## config.mk

```make
export PLATFORM = sky130hd
export DESIGN_NAME = bcd_to_bin_seq_flat
export DESIGN_NICKNAME = d
export VERILOG_FILES = /design/src/rtl/bcd_to_bin_seq_if.sv /design/src/rtl/bcd_to_bin_seq.sv /design/src/flat_wrapper.sv
export SDC_FILE = /design/constraint.sdc
export NUM_CORES = 1
export LEC_CHECK = 0
export BUFFER_PORTS_ARGS = -buffer_cell sky130_fd_sc_hd__buf_2
export CORE_MARGIN = 2
export CORE_UTILIZATION = 55
export CTS_CLUSTER_SIZE = 12
export DETAILED_ROUTE_END_ITERATION = 7
export PLACE_DENSITY = 0.84
export RECOVER_POWER = 25
export SYNTH_ARGS = -nofsm -noshare
export SYNTH_HDL_FRONTEND = slang
export SYNTH_SLANG_ARGS = --single-unit
```

## constraint.sdc

```tcl
create_clock -name clk -period 4.05 [get_ports clk]
set_input_delay 1.215 -clock clk [delete_from_list [all_inputs] [get_ports clk]]
set_output_delay 1.215 -clock clk [all_outputs]
set_load 0.02 [all_outputs]
```

## src/rtl/bcd_to_bin_seq_if.sv

```systemverilog
// Request/result handshake bundle for the BCD-to-binary converter.
// The master side issues packed BCD digits and bounds; the slave side returns the clamped value.
interface bcd_to_bin_seq_if #(
  parameter int DIGITS = 2,
  parameter int W_OUT  = 8
);
  logic                  in_valid;
  logic                  in_ready;
  logic [DIGITS*4-1:0]   in_digits;
  logic [W_OUT-1:0]      min_val;
  logic [W_OUT-1:0]      max_val;
  logic                  out_valid;
  logic                  out_ready;
  logic [W_OUT-1:0]      out_value;
  logic                  out_err_digit;
  logic                  out_clamped;

  modport master (
    output in_valid, in_digits, min_val, max_val, out_ready,
    input  in_ready, out_valid, out_value, out_err_digit, out_clamped
  );

  modport slave (
    input  in_valid, in_digits, min_val, max_val, out_ready,
    output in_ready, out_valid, out_value, out_err_digit, out_clamped
  );
endinterface

```

## src/rtl/bcd_to_bin_seq.sv

```systemverilog
// Sequential BCD-to-binary converter: accumulates digits MSD first (acc*10 + d),
// then range-checks against caller bounds and returns a clamped value over valid/ready.
module bcd_to_bin_seq #(
  parameter int DIGITS = 2,
  parameter int W_OUT  = 8
) (
  input  logic            clk,
  input  logic            nreset,
  bcd_to_bin_seq_if.slave bus
);

  localparam int IDX_W = (DIGITS > 1) ? $clog2(DIGITS) : 1;
  localparam int ACC_W = W_OUT + 4;

  typedef enum logic [1:0] {IDLE, CONVERT, CHECK, DONE} state_t;

  state_t              state_q, state_d;
  logic [DIGITS*4-1:0] digits_q, digits_d;
  logic [W_OUT-1:0]    min_q, min_d;
  logic [W_OUT-1:0]    max_q, max_d;
  logic [W_OUT-1:0]    acc_q, acc_d;
  logic [IDX_W-1:0]    idx_q, idx_d;
  logic                ovf_q, ovf_d;
  logic                err_q, err_d;
  logic [W_OUT-1:0]    value_q, value_d;
  logic                err_out_q, err_out_d;
  logic                clamp_q, clamp_d;

  logic [3:0]          nib;
  logic [3:0]          d_eff;
  logic [ACC_W-1:0]    sum;
  logic                over;

  // acc*10 + d using two shifts; the 4 guard bits expose any overflow past W_OUT
  function automatic logic [ACC_W-1:0] mul10_add(input logic [W_OUT-1:0] a, input logic [3:0] d);
    logic [ACC_W-1:0] ax;
    ax = {4'b0000, a};
    return (ax << 3) + (ax << 1) + {{W_OUT{1'b0}}, d};
  endfunction

  // Result as {value, err_digit, clamped}; a bad digit outranks overflow and range checks
  function automatic logic [W_OUT+1:0] check_range(
    input logic [W_OUT-1:0] a,
    input logic             ovf,
    input logic             err,
    input logic [W_OUT-1:0] lo,
    input logic [W_OUT-1:0] hi
  );
    if (err)         return {lo, 1'b1, 1'b0};
    else if (ovf)    return {hi, 1'b0, 1'b1};
    else if (a < lo) return {lo, 1'b0, 1'b1};
    else if (a > hi) return {hi, 1'b0, 1'b1};
    else             return {a,  1'b0, 1'b0};
  endfunction

  always_ff @(posedge clk or negedge nreset) begin
    if (!nreset) begin
      state_q   <= IDLE;
      digits_q  <= '0;
      min_q     <= '0;
      max_q     <= '0;
      acc_q     <= '0;
      idx_q     <= '0;
      ovf_q     <= 1'b0;
      err_q     <= 1'b0;
      value_q   <= '0;
      err_out_q <= 1'b0;
      clamp_q   <= 1'b0;
    end else begin
      state_q   <= state_d;
      digits_q  <= digits_d;
      min_q     <= min_d;
      max_q     <= max_d;
      acc_q     <= acc_d;
      idx_q     <= idx_d;
      ovf_q     <= ovf_d;
      err_q     <= err_d;
      value_q   <= value_d;
      err_out_q <= err_out_d;
      clamp_q   <= clamp_d;
    end
  end

  always_comb begin
    nib = 4'd0;
    for (int k = 0; k < DIGITS; k++) begin
      if (idx_q == IDX_W'(k)) nib = digits_q[k*4 +: 4];
    end
    d_eff = (nib > 4'd9) ? 4'd0 : nib;
    sum   = mul10_add(acc_q, d_eff);
    over  = ovf_q || (sum[ACC_W-1:W_OUT] != 4'd0);
  end

  always_comb begin
    state_d   = state_q;
    digits_d  = digits_q;
    min_d     = min_q;
    max_d     = max_q;
    acc_d     = acc_q;
    idx_d     = idx_q;
    ovf_d     = ovf_q;
    err_d     = err_q;
    value_d   = value_q;
    err_out_d = err_out_q;
    clamp_d   = clamp_q;

    case (state_q)
      IDLE: begin
        if (bus.in_valid) begin
          digits_d = bus.in_digits;
          min_d    = bus.min_val;
          max_d    = bus.max_val;
          acc_d    = '0;
          ovf_d    = 1'b0;
          err_d    = 1'b0;
          idx_d    = IDX_W'(DIGITS - 1);
          state_d  = CONVERT;
        end
      end
      CONVERT: begin
        if (nib > 4'd9) err_d = 1'b1;
        ovf_d = over;
        acc_d = over ? {W_OUT{1'b1}} : sum[W_OUT-1:0];
        if (idx_q == '0) state_d = CHECK;
        else             idx_d   = idx_q - IDX_W'(1);
      end
      CHECK: begin
        {value_d, err_out_d, clamp_d} = check_range(acc_q, ovf_q, err_q, min_q, max_q);
        state_d = DONE;
      end
      DONE: begin
        if (bus.out_ready) state_d = IDLE;
      end
      default: state_d = IDLE;
    endcase
  end

  assign bus.in_ready      = (state_q == IDLE);
  assign bus.out_valid     = (state_q == DONE);
  assign bus.out_value     = value_q;
  assign bus.out_err_digit = err_out_q;
  assign bus.out_clamped   = clamp_q;

endmodule

```

## src/flat_wrapper.sv

```systemverilog
// flat-port wrapper written by rule: the top's interface ports become plain ports
module bcd_to_bin_seq_flat 
#(
  parameter int DIGITS = 2,
  parameter int W_OUT  = 8
)
  (clk, nreset, bus_in_valid, bus_in_digits, bus_min_val, bus_max_val, bus_out_ready, bus_in_ready, bus_out_valid, bus_out_value, bus_out_err_digit, bus_out_clamped);
  bcd_to_bin_seq_if #(.DIGITS(DIGITS), .W_OUT(W_OUT)) bus_i ();
  input  logic clk;
  input  logic nreset;
  input wire logic [$bits(bus_i.in_valid)-1:0] bus_in_valid;
  input wire logic [$bits(bus_i.in_digits)-1:0] bus_in_digits;
  input wire logic [$bits(bus_i.min_val)-1:0] bus_min_val;
  input wire logic [$bits(bus_i.max_val)-1:0] bus_max_val;
  input wire logic [$bits(bus_i.out_ready)-1:0] bus_out_ready;
  output wire logic [$bits(bus_i.in_ready)-1:0] bus_in_ready;
  output wire logic [$bits(bus_i.out_valid)-1:0] bus_out_valid;
  output wire logic [$bits(bus_i.out_value)-1:0] bus_out_value;
  output wire logic [$bits(bus_i.out_err_digit)-1:0] bus_out_err_digit;
  output wire logic [$bits(bus_i.out_clamped)-1:0] bus_out_clamped;
  assign bus_i.in_valid = bus_in_valid;
  assign bus_i.in_digits = bus_in_digits;
  assign bus_i.min_val = bus_min_val;
  assign bus_i.max_val = bus_max_val;
  assign bus_i.out_ready = bus_out_ready;
  assign bus_in_ready = bus_i.in_ready;
  assign bus_out_valid = bus_i.out_valid;
  assign bus_out_value = bus_i.out_value;
  assign bus_out_err_digit = bus_i.out_err_digit;
  assign bus_out_clamped = bus_i.out_clamped;
  bcd_to_bin_seq #(.DIGITS(DIGITS), .W_OUT(W_OUT)) u_core (.clk(clk), .nreset(nreset), .bus(bus_i));
endmodule
```

### Word level (Yosys, flattened, before mapping)

Index checks and enable logic that the tools add are counted.

* flip-flop bits (word level): 47
* bits in latches: 0
* memory bits (writable): 0
* bits in read-only memories: 0
* bits of input ports: 28
* output and inout bits: 12
* logic and storage cells: 52
* memories kept: 0

* add/subtract/negate cells: 3
* $mul: 0
* divide/modulo/power cells: 0
* magnitude comparators: 3
* equality and inequality tests: 7
* shift operators: 0
* mux-type cells: 20
* bitwise logic cells: 0
* reductions and logical operators: 8

Operators by type and width (number)
* 2-to-1 mux 10 bit: 4
* 2-to-1 mux 8 bit: 2
* case mux 8 bit (2 select lines): 1
* adder 11 x 9 -> 12 bit: 1
* adder 12 x 4 -> 12 bit: 1
* > comparator 8 bit: 1
* less-than comparator 8 bit: 1
* 2-to-1 mux 4 bit: 2
* case mux 2 bit (4 select lines): 1
* 2-to-1 mux 2 bit: 3
* != test 2 bit, second input constant: 3
* case mux 1 bit (2 select lines): 3
* AND reduction 3 bit: 2
* equality test 2 bit, second input constant: 2
* > comparator 4 bit, second input constant: 1
* 2-to-1 mux 1 bit: 4
* AND reduction 2 bit: 2
* nonzero test 4 bit: 1
* equality test 2 x 1 -> 1 bit, second input constant: 1
* logical NOT 2 bit: 1
* != test 2 x 1 -> 1 bit, second input constant: 1
* nonzero test 2 bit: 1
* logical OR 1 bit: 1
* subtractor 1 bit, second input constant: 1

### Longest topological paths before layout

* depth after elaboration: 8
* gate-level depth with buffers: 13
* mapped depth without buffers: 12

### Least setup slack after synthesis

No wires, ideal clock.

* path type: reg2reg
* from: reg u_core.idx_q
* to: reg u_core.acc_q[3]
* library setup time: 132 ps
* arrival time: 2856 ps
* slack: 1062 ps
* cell stages (with the launch flop): 14
* clock period less this slack: 2988 ps
* cells stage by stage: dfrtp_1 -> buf_2 -> mux2_2 -> inv_1 -> nor2_1 -> fa_1 -> inv_1 -> fa_1 -> nor2b_4 -> o21ai_2 -> nor4b_4 -> a2bb2oi_2 -> nor3b_1 -> o21ai_0

* cells in the longest elaborated chain, start to end: 8

Ends and longest elaborated chain
* start, declared: RTL line bcd_to_bin_seq.sv:22 `logic [IDX_W-1:0] idx_q, idx_d;`
* start signal, assigned: RTL line bcd_to_bin_seq.sv:75 `idx_q <= idx_d;`
* 2-to-1 mux 4 bit *: RTL line bcd_to_bin_seq.sv:87 `if (idx_q == IDX_W'(k)) nib = digits_q[k*4 +: 4];`
* > comparator 4 bit: RTL line bcd_to_bin_seq.sv:89 `d_eff = (nib > 4'd9) ? 4'd0 : nib;`
* 2-to-1 mux 4 bit *: RTL line bcd_to_bin_seq.sv:89
* adder 12 x 4 -> 12 bit *: RTL line bcd_to_bin_seq.sv:38 `return (ax << 3) + (ax << 1) + {{W_OUT{1'b0}}, d};`
* nonzero test 4 bit: RTL line bcd_to_bin_seq.sv:91 `over = ovf_q || (sum[ACC_W-1:W_OUT] != 4'd0);`
* logical OR 1 bit: RTL line bcd_to_bin_seq.sv:91
* 2-to-1 mux 8 bit *: RTL line bcd_to_bin_seq.sv:123 `acc_d = over ? {W_OUT{1'b1}} : sum[W_OUT-1:0];`
* case mux 8 bit (2 select lines) *: RTL line bcd_to_bin_seq.sv:107 `case (state_q)`
* end signal, assigned: RTL line bcd_to_bin_seq.sv:62 `acc_q <= '0;`
* end signal, assigned: RTL line bcd_to_bin_seq.sv:74 `acc_q <= acc_d;`
* end, declared: RTL line bcd_to_bin_seq.sv:21 `logic [W_OUT-1:0] acc_q, acc_d;`

Every way passes the cells marked *; elsewhere a longest branch is shown, timed or not.
A chain may end at the register's enable or synchronous reset.

### Worst setup path after layout

* from: reg u_core.idx_q
* to: reg u_core.acc_q[7]

Same word-level chain as after synthesis.

==> results_dict.tcl <==
set metrics [dict create \
    critical_path_buf_inv_count 2 \
    syn-num-nets 378 \
    drv_cap 1 \
    synth-seq-cells 47 \
    syn_area_per_cell_um2 10.13 \
    maxSlewHeadroom_pct -63.85 \
    core_area_um2 5540 \
    numCtsBuffers 5 \
    cts.clk_slew.worst_paths_ps 90 \
    tns_ps 0 \
    fin_crit_ps 3335 \
    fin_skew_ps 5.332 \
    synth_top_family_by_area "compound AO/OA/AOI/OAI gates" \
    drtPass1Iterations 5 \
    post_cts.resized_instances 0 \
    end_kind "register" \
    post_drt_wl_per_cell_um 15.83 \
    route.met2.wl_um 3272 \
    hp-class "reg -> reg" \
    layout_commonest_cell "dfrtp_1" \
    crit_chain "mux2_2 > inv_1 > nor2_1 > fa_1 > inv_1 > fa_1 > nor2b_4 > o21ai_2 > nor4b_4 > a2bb2oi_2 > nor3_1 > o21ai_0" \
    cp.depth 12 \
    yosysTopAreaCellShare_pct 36.98 \
    finalCritPeriodShare_pct 82.35 \
    required_ps 4220 \
    crit_fanout 8 \
    routed_wl_um 6682 \
    globalplace.congestion 0.8363 \
    synth_adder_area_share_pct 14.63 \
    post-route-drc-count 0 \
    die_h_um 80.05 \
    hold_viol_final 0 \
    hold_depth 1 \
    drv_slew 48 \
    cpMaxStageDelayCell "dfrtp_1" \
    cts_root_buf "clkbuf_8" \
    final_nets 413 \
    synth_compound_area_share_pct 15.07 \
    dieArea_um2 6407 \
    setup_viol 0 \
    yosys-top-cells-area "dfrtp_1 37%, ha_1 13%, mux2_2 9.6%, mux2i_1 3.5%, a21oi_1 3.3%" \
    area_delta_synth_final_pct 10.46 \
    grt_max_degree 48 \
    place.detailed.hpwl_um 4866 \
    final_cell_mix "47 x dfrtp_1, 37 x buf_2, 34 x ha_1, 27 x mux2_2, 26 x nand2_1" \
    row_count 27 \
    overflow 0 \
    synthSimpleGateAreaFrac_pct 14.40 \
    seq_area_frac_synth_pct 36.98 \
    ant_nets 0 \
    fillerInstances 456 \
    cts_setup_buffers 0 \
    cts_sinks 47 \
    start_util_pct 57.41 \
    dieWidth_um 80.05 \
    critPathKind "reg -> reg" \
    synth-xor-area-share_pct 1.101 \
    clock_path_buffers 2 \
    holdWs_ps 506.3 \
    dpl_worst_slack_ps 816.7 \
    violations "max-capacitance violations, max-slew violations" \
    wl_met3_um 306 \
    synth_top_area_cell "dfrtp_1" \
    rr_worst_depth 12 \
    synth_area_um2 3181 \
    grt_pass1_vias 2473 \
    synthMuxAreaShare_pct 13.02 \
    htreeDepth 2 \
    worstPathArrival_ps 3500 \
    placed_area_um2 3407 \
    grtUsageTotal_pct 23.02 \
    cts_tree "yes" \
    hold_buffers 0 \
    critPathLaunchType "register" \
    m1WireLength_um 2961 \
    clk_latency_ps 300 \
    vias_per_cell 5.853 \
    design_area_um2 3513 \
    antenna_found_initial 0 \
    highest_layer "met4" \
    antennaDiodeCount 0 \
    io_pins 40 \
    fin_ws_ps 714.8 \
    dr.first_iter.drc_count 165 \
    worst_pin_slew_ps 2458 \
    rsz0062_at_grt "no" \
    fmax_mhz 299.8 \
    vias 2470 \
    path_delay_family "adder cells" \
    port_buffers 39 \
    outcome "finished with violations" \
    cpPeakStageDelay_ps 510 \
    synth_cell_types 43 \
    syn-instance-count 314 \
    drive_gt1_share_pct 26.29 \
    yosysWarnings 0 \
    grt_pass1_wl_um 11440 \
]
==> worst reg2reg max path, cell delays in order (launching register included) <==
cell and delay (ps):
dfrtp_1 510, mux2_2 420, inv_1 60, nor2_1 50
fa_1 510, inv_1 70, fa_1 490, nor2b_4 140
o21ai_2 90, nor4b_4 280, a2bb2oi_2 160, nor3_1 280
o21ai_0 140
==> cell families after synthesis <==
logic type      after synthesis
simple gates                 83
compound gates               71
flops                        47
mux                          38
fa+ha+maj                    36
buf+inv                      35
xor+xnor                      4
==> synthesized netlist by cell type, drive strengths merged <==
cell and count:
o21a 1, a211oi 4, o31ai 2, nor4b 1, xnor2 2, a2bb2oi 1
nor4 1, nor3b 7, a21o 8, buf 10, and2 1, nor3 11
a31oi 1, mux2i 11, o22ai 1, nor2b 5, nand3 9, nand4 1
ha 34, nor2 16, xor2 2, o21ai 23, and4bb 1, a21oi 23
clkbuf 2, o211ai 7, nand2 26, and4 1, inv 23, nand2b 3
mux2 27, fa 2, dfrtp 47
==> routing by layer <==
layer  vias up  GRT usage [%]
li1       1184              -
met5         -              0
met1      1188          29.29
met4         0          7.288
met2        82          39.25
met3        16          4.525
==> final cells by class <==
cell class | count | area (µm²) | share of cell area (%)
multi-input cells | 232 | 1852 | 52.71
flip-flops and latches | 47 | 1176 | 33.48
repair buffers | 40 | 196.4 | 5.591
well taps | 72 | 90.09 | 2.564
inverters | 23 | 86.33 | 2.457
clock buffers | 5 | 68.82 | 1.959
clock inverters | 3 | 43.79 | 1.246
==> through the flow <==
stage                     cells  util (%)
after floorplan             314         -
after global placement      414     61.50
after detailed placement    414     61.50
after CTS                   422     63.53
after global routing        422     63.41
final                       422     63.41
==> worst paths after layout <==
path                                     from                      end  slack, ps
min                        u_core.digits_q[7]       u_core.digits_q[7]        510
max reg2reg                      u_core.idx_q          u_core.acc_q[7]        710
min in group asynchronous              nreset  u_core.bus.out_value[6]       1660
max in group asynchronous              nreset       u_core.digits_q[5]       1000
min reg2reg                u_core.digits_q[7]       u_core.digits_q[7]        510
max                              u_core.idx_q          u_core.acc_q[7]        710
==> sequential cells by signal, indices dropped and copies added (netlist names), 2 cells and up <==
| signal | count |
|---|---|
| u_core.acc_q | 8 |
| u_core.bus.out_value | 8 |
| u_core.digits_q | 8 |
| u_core.max_q | 8 |
| u_core.min_q | 8 |
| u_core.state_q | 2 |
Power is not shown: default switching activity piles up to over one toggle a cycle in this logic, so the estimate is an artifact.
